### src/rtl/elevator_pkg.sv
// Shared elevator definitions: default sizing, car state encoding and direction codes.
// Reused by the central control unit and every car controller.
package elevator_pkg;

   localparam int unsigned NUM_FLOORS_DFLT = 10;
   localparam int unsigned FLOOR_W_DFLT    = 4;

   typedef enum logic [1:0] {
      ST_IDLE = 2'd0,
      ST_MOVE = 2'd1,
      ST_DOOR = 2'd2
   } car_state_e;

   localparam logic DIR_UP   = 1'b1;
   localparam logic DIR_DOWN = 1'b0;

endpackage

### src/rtl/car_timer.sv
// Loadable down-counter shared by the travel and door phases of a car.
// Load has priority over decrement; the count saturates at zero.
module car_timer #(
   parameter int unsigned WIDTH = 8
) (
   input  logic             clk,
   input  logic             rst,
   input  logic             load_i,
   input  logic [WIDTH-1:0] load_val_i,
   input  logic             en_i,
   output logic             zero_o
);

   logic [WIDTH-1:0] count_q, count_d;

   always_comb begin
      count_d = count_q;
      if (load_i) begin
         count_d = load_val_i;
      end else if (en_i && (count_q != '0)) begin
         count_d = count_q - WIDTH'(1);
      end
   end

   always_ff @(posedge clk) begin
      if (rst) begin
         count_q <= '0;
      end else begin
         count_q <= count_d;
      end
   end

   assign zero_o = (count_q == '0);

endmodule

### src/rtl/elevator_car_ctrl.sv
// Per-car motion/door sequencer driven by the CCU's floors_to_visit mask.
// Define CAR_ESTOP_EN to add the estop input (freezes travel, holds door, blocks departures).
module elevator_car_ctrl
   import elevator_pkg::*;
#(
   parameter int unsigned NUM_FLOORS    = NUM_FLOORS_DFLT,
   parameter int unsigned FLOOR_W       = FLOOR_W_DFLT,
   parameter int unsigned TRAVEL_CYCLES = 8,
   parameter int unsigned DOOR_CYCLES   = 16
) (
   input  logic                  clk,
   input  logic                  rst,
`ifdef CAR_ESTOP_EN
   input  logic                  estop,
`endif
   input  logic [NUM_FLOORS-1:0] floors_to_visit,
   output logic [FLOOR_W-1:0]    current_floor,
   output logic                  direction,
   output logic                  idle,
   output logic                  moving,
   output logic                  door_open,
   output logic                  served_valid,
   output logic [FLOOR_W-1:0]    served_floor
);

   localparam int unsigned MaxCycles = (TRAVEL_CYCLES > DOOR_CYCLES) ? TRAVEL_CYCLES : DOOR_CYCLES;
   localparam int unsigned TimerW    = (MaxCycles > 1) ? $clog2(MaxCycles) : 1;
   localparam logic [TimerW-1:0] TravelLoad = TimerW'(TRAVEL_CYCLES - 1);
   localparam logic [TimerW-1:0] DoorLoad   = TimerW'(DOOR_CYCLES - 1);

   logic estop_act;
`ifdef CAR_ESTOP_EN
   assign estop_act = estop;
`else
   assign estop_act = 1'b0;
`endif

   function automatic logic req_at(input logic [NUM_FLOORS-1:0] m, input logic [FLOOR_W-1:0] f);
      logic r;
      r = 1'b0;
      for (int i = 0; i < NUM_FLOORS; i++) begin
         if (m[i] && (i == int'(f))) r = 1'b1;
      end
      return r;
   endfunction

   // Any request strictly beyond floor f in the given direction.
   function automatic logic req_beyond(input logic [NUM_FLOORS-1:0] m, input logic [FLOOR_W-1:0] f,
                                       input logic up);
      logic r;
      r = 1'b0;
      for (int i = 0; i < NUM_FLOORS; i++) begin
         if (m[i] && (up ? (i > int'(f)) : (i < int'(f)))) r = 1'b1;
      end
      return r;
   endfunction

   car_state_e          state_q, state_d;
   logic [FLOOR_W-1:0]  floor_q, floor_d;
   logic                dir_q, dir_d;
   logic                served_valid_q, served_valid_d;
   logic [FLOOR_W-1:0]  served_floor_q, served_floor_d;
   logic [FLOOR_W-1:0]  next_floor;
   logic                req_up, req_down;
   logic                t_load, t_en, t_zero;
   logic [TimerW-1:0]   t_load_val;

   car_timer #(
      .WIDTH (TimerW)
   ) u_timer (
      .clk        (clk),
      .rst        (rst),
      .load_i     (t_load),
      .load_val_i (t_load_val),
      .en_i       (t_en),
      .zero_o     (t_zero)
   );

   assign req_up   = req_beyond(floors_to_visit, floor_q, DIR_UP);
   assign req_down = req_beyond(floors_to_visit, floor_q, DIR_DOWN);

   always_comb begin
      state_d        = state_q;
      floor_d        = floor_q;
      dir_d          = dir_q;
      served_valid_d = 1'b0;
      served_floor_d = served_floor_q;
      t_load         = 1'b0;
      t_load_val     = TravelLoad;
      t_en           = 1'b0;
      next_floor     = (dir_q == DIR_UP) ? floor_q + FLOOR_W'(1) : floor_q - FLOOR_W'(1);

      unique case (state_q)
         ST_IDLE: begin
            if (!estop_act) begin
               if (req_at(floors_to_visit, floor_q)) begin
                  state_d        = ST_DOOR;
                  t_load         = 1'b1;
                  t_load_val     = DoorLoad;
                  served_valid_d = 1'b1;
                  served_floor_d = floor_q;
               end else if (req_up || req_down) begin
                  // With requests on both sides the current direction is kept.
                  if (!(req_up && req_down)) dir_d = req_up ? DIR_UP : DIR_DOWN;
                  state_d = ST_MOVE;
                  t_load  = 1'b1;
               end
            end
         end
         ST_MOVE: begin
            if (!estop_act) begin
               if (t_zero) begin
                  floor_d = next_floor;
                  if (req_at(floors_to_visit, next_floor)) begin
                     state_d        = ST_DOOR;
                     t_load         = 1'b1;
                     t_load_val     = DoorLoad;
                     served_valid_d = 1'b1;
                     served_floor_d = next_floor;
                  end else if (req_beyond(floors_to_visit, next_floor, dir_q)) begin
                     t_load = 1'b1;
                  end else begin
                     state_d = ST_IDLE;
                  end
               end else begin
                  t_en = 1'b1;
               end
            end
         end
         ST_DOOR: begin
            if (estop_act) begin
               t_load     = 1'b1;
               t_load_val = DoorLoad;
            end else if (t_zero) begin
               state_d = ST_IDLE;
            end else begin
               t_en = 1'b1;
            end
         end
         default: state_d = ST_IDLE;
      endcase
   end

   always_ff @(posedge clk) begin
      if (rst) begin
         state_q        <= ST_IDLE;
         floor_q        <= '0;
         dir_q          <= DIR_UP;
         served_valid_q <= 1'b0;
         served_floor_q <= '0;
      end else begin
         state_q        <= state_d;
         floor_q        <= floor_d;
         dir_q          <= dir_d;
         served_valid_q <= served_valid_d;
         served_floor_q <= served_floor_d;
      end
   end

   assign current_floor = floor_q;
   assign direction     = dir_q;
   assign idle          = (state_q == ST_IDLE);
   assign moving        = (state_q == ST_MOVE) && !estop_act;
   assign door_open     = (state_q == ST_DOOR);
   assign served_valid  = served_valid_q;
   assign served_floor  = served_floor_q;

endmodule

### config.mk
export PLATFORM = sky130hd
export DESIGN_NAME = elevator_car_ctrl
export DESIGN_NICKNAME = d
export VERILOG_FILES = /design/src/rtl/elevator_pkg.sv /design/src/rtl/car_timer.sv /design/src/rtl/elevator_car_ctrl.sv
export SDC_FILE = /design/constraint.sdc
export NUM_CORES = 1
export LEC_CHECK = 0
export CORE_UTILIZATION = 50
export DETAILED_ROUTE_END_ITERATION = 8
export DONT_BUFFER_PORTS = 1
export GPL_ROUTABILITY_DRIVEN = 0
export HOLD_SLACK_MARGIN = 0.03
export SLEW_MARGIN = 20
export SYNTH_ARGS = -nofsm -noshare
export SYNTH_HDL_FRONTEND = slang
export SYNTH_SLANG_ARGS = --single-unit
### constraint.sdc
create_clock -name clk -period 6.4 [get_ports clk]
set_input_delay 0.32 -clock clk [delete_from_list [all_inputs] [get_ports clk]]
set_output_delay 0.32 -clock clk [all_outputs]
set_load 0.05 [all_outputs]
==> results.tsv <==
metric	value	unit
outcome	finished clean	
synth_area	1850	um^2
synth_edf_count	0	
cts-buffers-inserted	3	
die_width	62.9	um
maxSlewHeadroom	0.237	
clk_pin_slew	60	ps
crit_required	6540	ps
grt-ovfl-total	0	
dp_hpwl	3.29	mm
fin_setup_tns	0	ps
r2r_cells	9	
async_flop_share	0	
reg2reg_slack	2660	ps
grt_pass1_vias	1507	
core_area	3440	um^2
most-common-layout-cells	nor2_1, dfxtp_1, a21oi_1, nand2_1, inv_1	
diodes	0	
clock_path_buffers	2	
clock_latency	250	ps
cts_resized	0	
vias	1636	
yosysTopAreaCell	dfxtp_1	
drt-pass1-iter-count	4	
layout.nets	235	
fin_util	0.540	
dp.cells	256	
maxSlewViolCount	0	
first_iter_violations	136	
ys_warn_count	0	
setup_viol	0	
num_rows	21	
clock-sinks	16	
cts_tree	yes	
synth.avg_cell_area	8.12	um^2
arrival	3880	ps
synth_fp_nets	248	
final_common_cell	nor2_1	
track_usage	0.238	
rr_endpoint	served_floor[1]	
peakVddDrop	0.176	mV
p_leak	0.000648	uW
ys_ff_latch	16	
yosysTopAreaCellShare	0.173	
io_buffers	0	
wl_per_cell	17.6	um
htreeDepth	1	
stdcell_area	1860	um^2
drive_above_1_share	0.141	
hold_violations	0	
max_freq	267	MHz
via_per_inst	6.32	
synth.distinct_cells	66	
maxCapViolCount	0	
crit_path_max_fanout	13	
grt_max_degree	26	
worstHoldStart	rst	
die_h	62.9	um
end_kind	register	
syn_to_final_growth	0.405	%
hold_class	in2reg	
hold_ws	127	ps
route.detailed.drc	0	
place_area	1810	um^2
met1_length	2.12	mm
fin_crit	3740	ps
yosysSeqAreaShare	0.173	
synthCells	228	
top_layer_used	met4	
stdcell_count	259	
wl	4.56	mm
cts_root_buffer	clkbuf_8	
start_kind	register	
ant_nets	0	
hold_end	served_floor[0]	
floorplan.initialDensity	0.538	
cts_setup_buffers	0	
fin_skew	3.03	ps
reg2reg_from	current_floor[1]	
cts_hold_buf	0	
synth.area.top_cells	dfxtp_1, nor2_1, ha_1	
fin_crit_sh	0.585	
rsz0062_at_grt	no	
grt_antenna_before_repair	0	
hold_depth	1	
grt_first_pass_wirelength	7.47	mm
p_per_area	276	nW/um^2
worst_pin_slew	1140	ps
synth_ff_type	dfxtp_1	
design.die.area	3950	um^2
wl_met3	354	um
crit_type	reg2reg	
wl_met2	2.01	mm
ios	25	
## Yosys cell counts (all sizes together), types with 4 or more instances
cell / n
a2111oi: 4
mux2i: 6
nor2b: 5
mux2: 4
o21a: 4
ha: 8
a31oi: 5
dfxtp: 16
a21oi: 16
xnor2: 9
inv: 11
o21bai: 4
clkbuf: 10
o21ai: 10
buf: 11
nand2b: 8
nand2: 12
or3: 4
nor2: 29
## area by class of cell
cell class | instances | area (um^2)
Tap cell | 46 | 57.6
Clock buffer | 3 | 41.3
Timing Repair Buffer | 3 | 22.5
Fill cell | 342 | 1580
Multi-Input combinational cell | 180 | 1380
Inverter | 11 | 41.3
Sequential cell | 16 | 320
## sequential cells by signal (all words and copies together) (netlist names)
signal	count
state_q	2
direction	1
current_floor	4
served_floor	4
u_timer.count_q	4
served_valid	1
## worst max-delay path by stage
stage	startpoint	endpoint	slack, ps	cells past startpoint
after floorplan	current_floor[0]	served_floor[1]	3220	10
after CTS	current_floor[1]	served_floor[1]	2400	9
after global placement	current_floor[1]	served_floor[1]	2520	9
final	current_floor[1]	served_floor[1]	2660	9
after global routing	current_floor[1]	served_floor[1]	2480	9
after detailed placement	current_floor[1]	served_floor[1]	2400	9
## where the power goes
| group | switching, uW | total, uW | leakage, uW | internal, uW |
|---|---|---|---|---|
| registers | 25.4 | 144 | 0.000131 | 119 |
| clock network | 33.3 | 75.0 | 0.0000216 | 41.8 |
| logic | 183 | 294 | 0.000495 | 112 |
## kinds of logic (layout without fill, tap and decap cells)
family                   count (synthesis)  count (layout)  synth area share
AND/OR/NAND/NOR                         80              80             0.233
XOR/XNOR                                12              12            0.0608
adder cells (fa/ha/maj)                 10              10            0.0655
flip-flops                              16              16             0.173
AO/OA/AOI/OAI                           67              67             0.298
multiplexers                            11              11            0.0818
buffers and inverters                   32              17            0.0878
## metal layers
metal	track usage	vias up
met3	0.0566	11
met2	0.361	61
li1	-	796
met5	0	-
met4	0.0610	0
met1	0.333	768
## per-stage QoR
| stage | total power [uW] | worst slack (ps) |
|---|---|---|
| finish | 514 | 2660 |
| global route | 551 | 2480 |
| CTS | 515 | 2400 |
| detailed placement | 437 | 2400 |
| global placement | 434 | 2520 |
| floorplan | 409 | 3220 |
## worst max-delay path, stage by stage (launching register included)
cell and delay [ps]:
dfxtp_1 930, inv_1 250, ha_1 460, xnor2_2 530, mux4_2 400, o21ai_0 150, a21oi_4 110, o21a_4 260
o21ai_4 230, mux2_4 320
(Power assumes the default switching activity.)
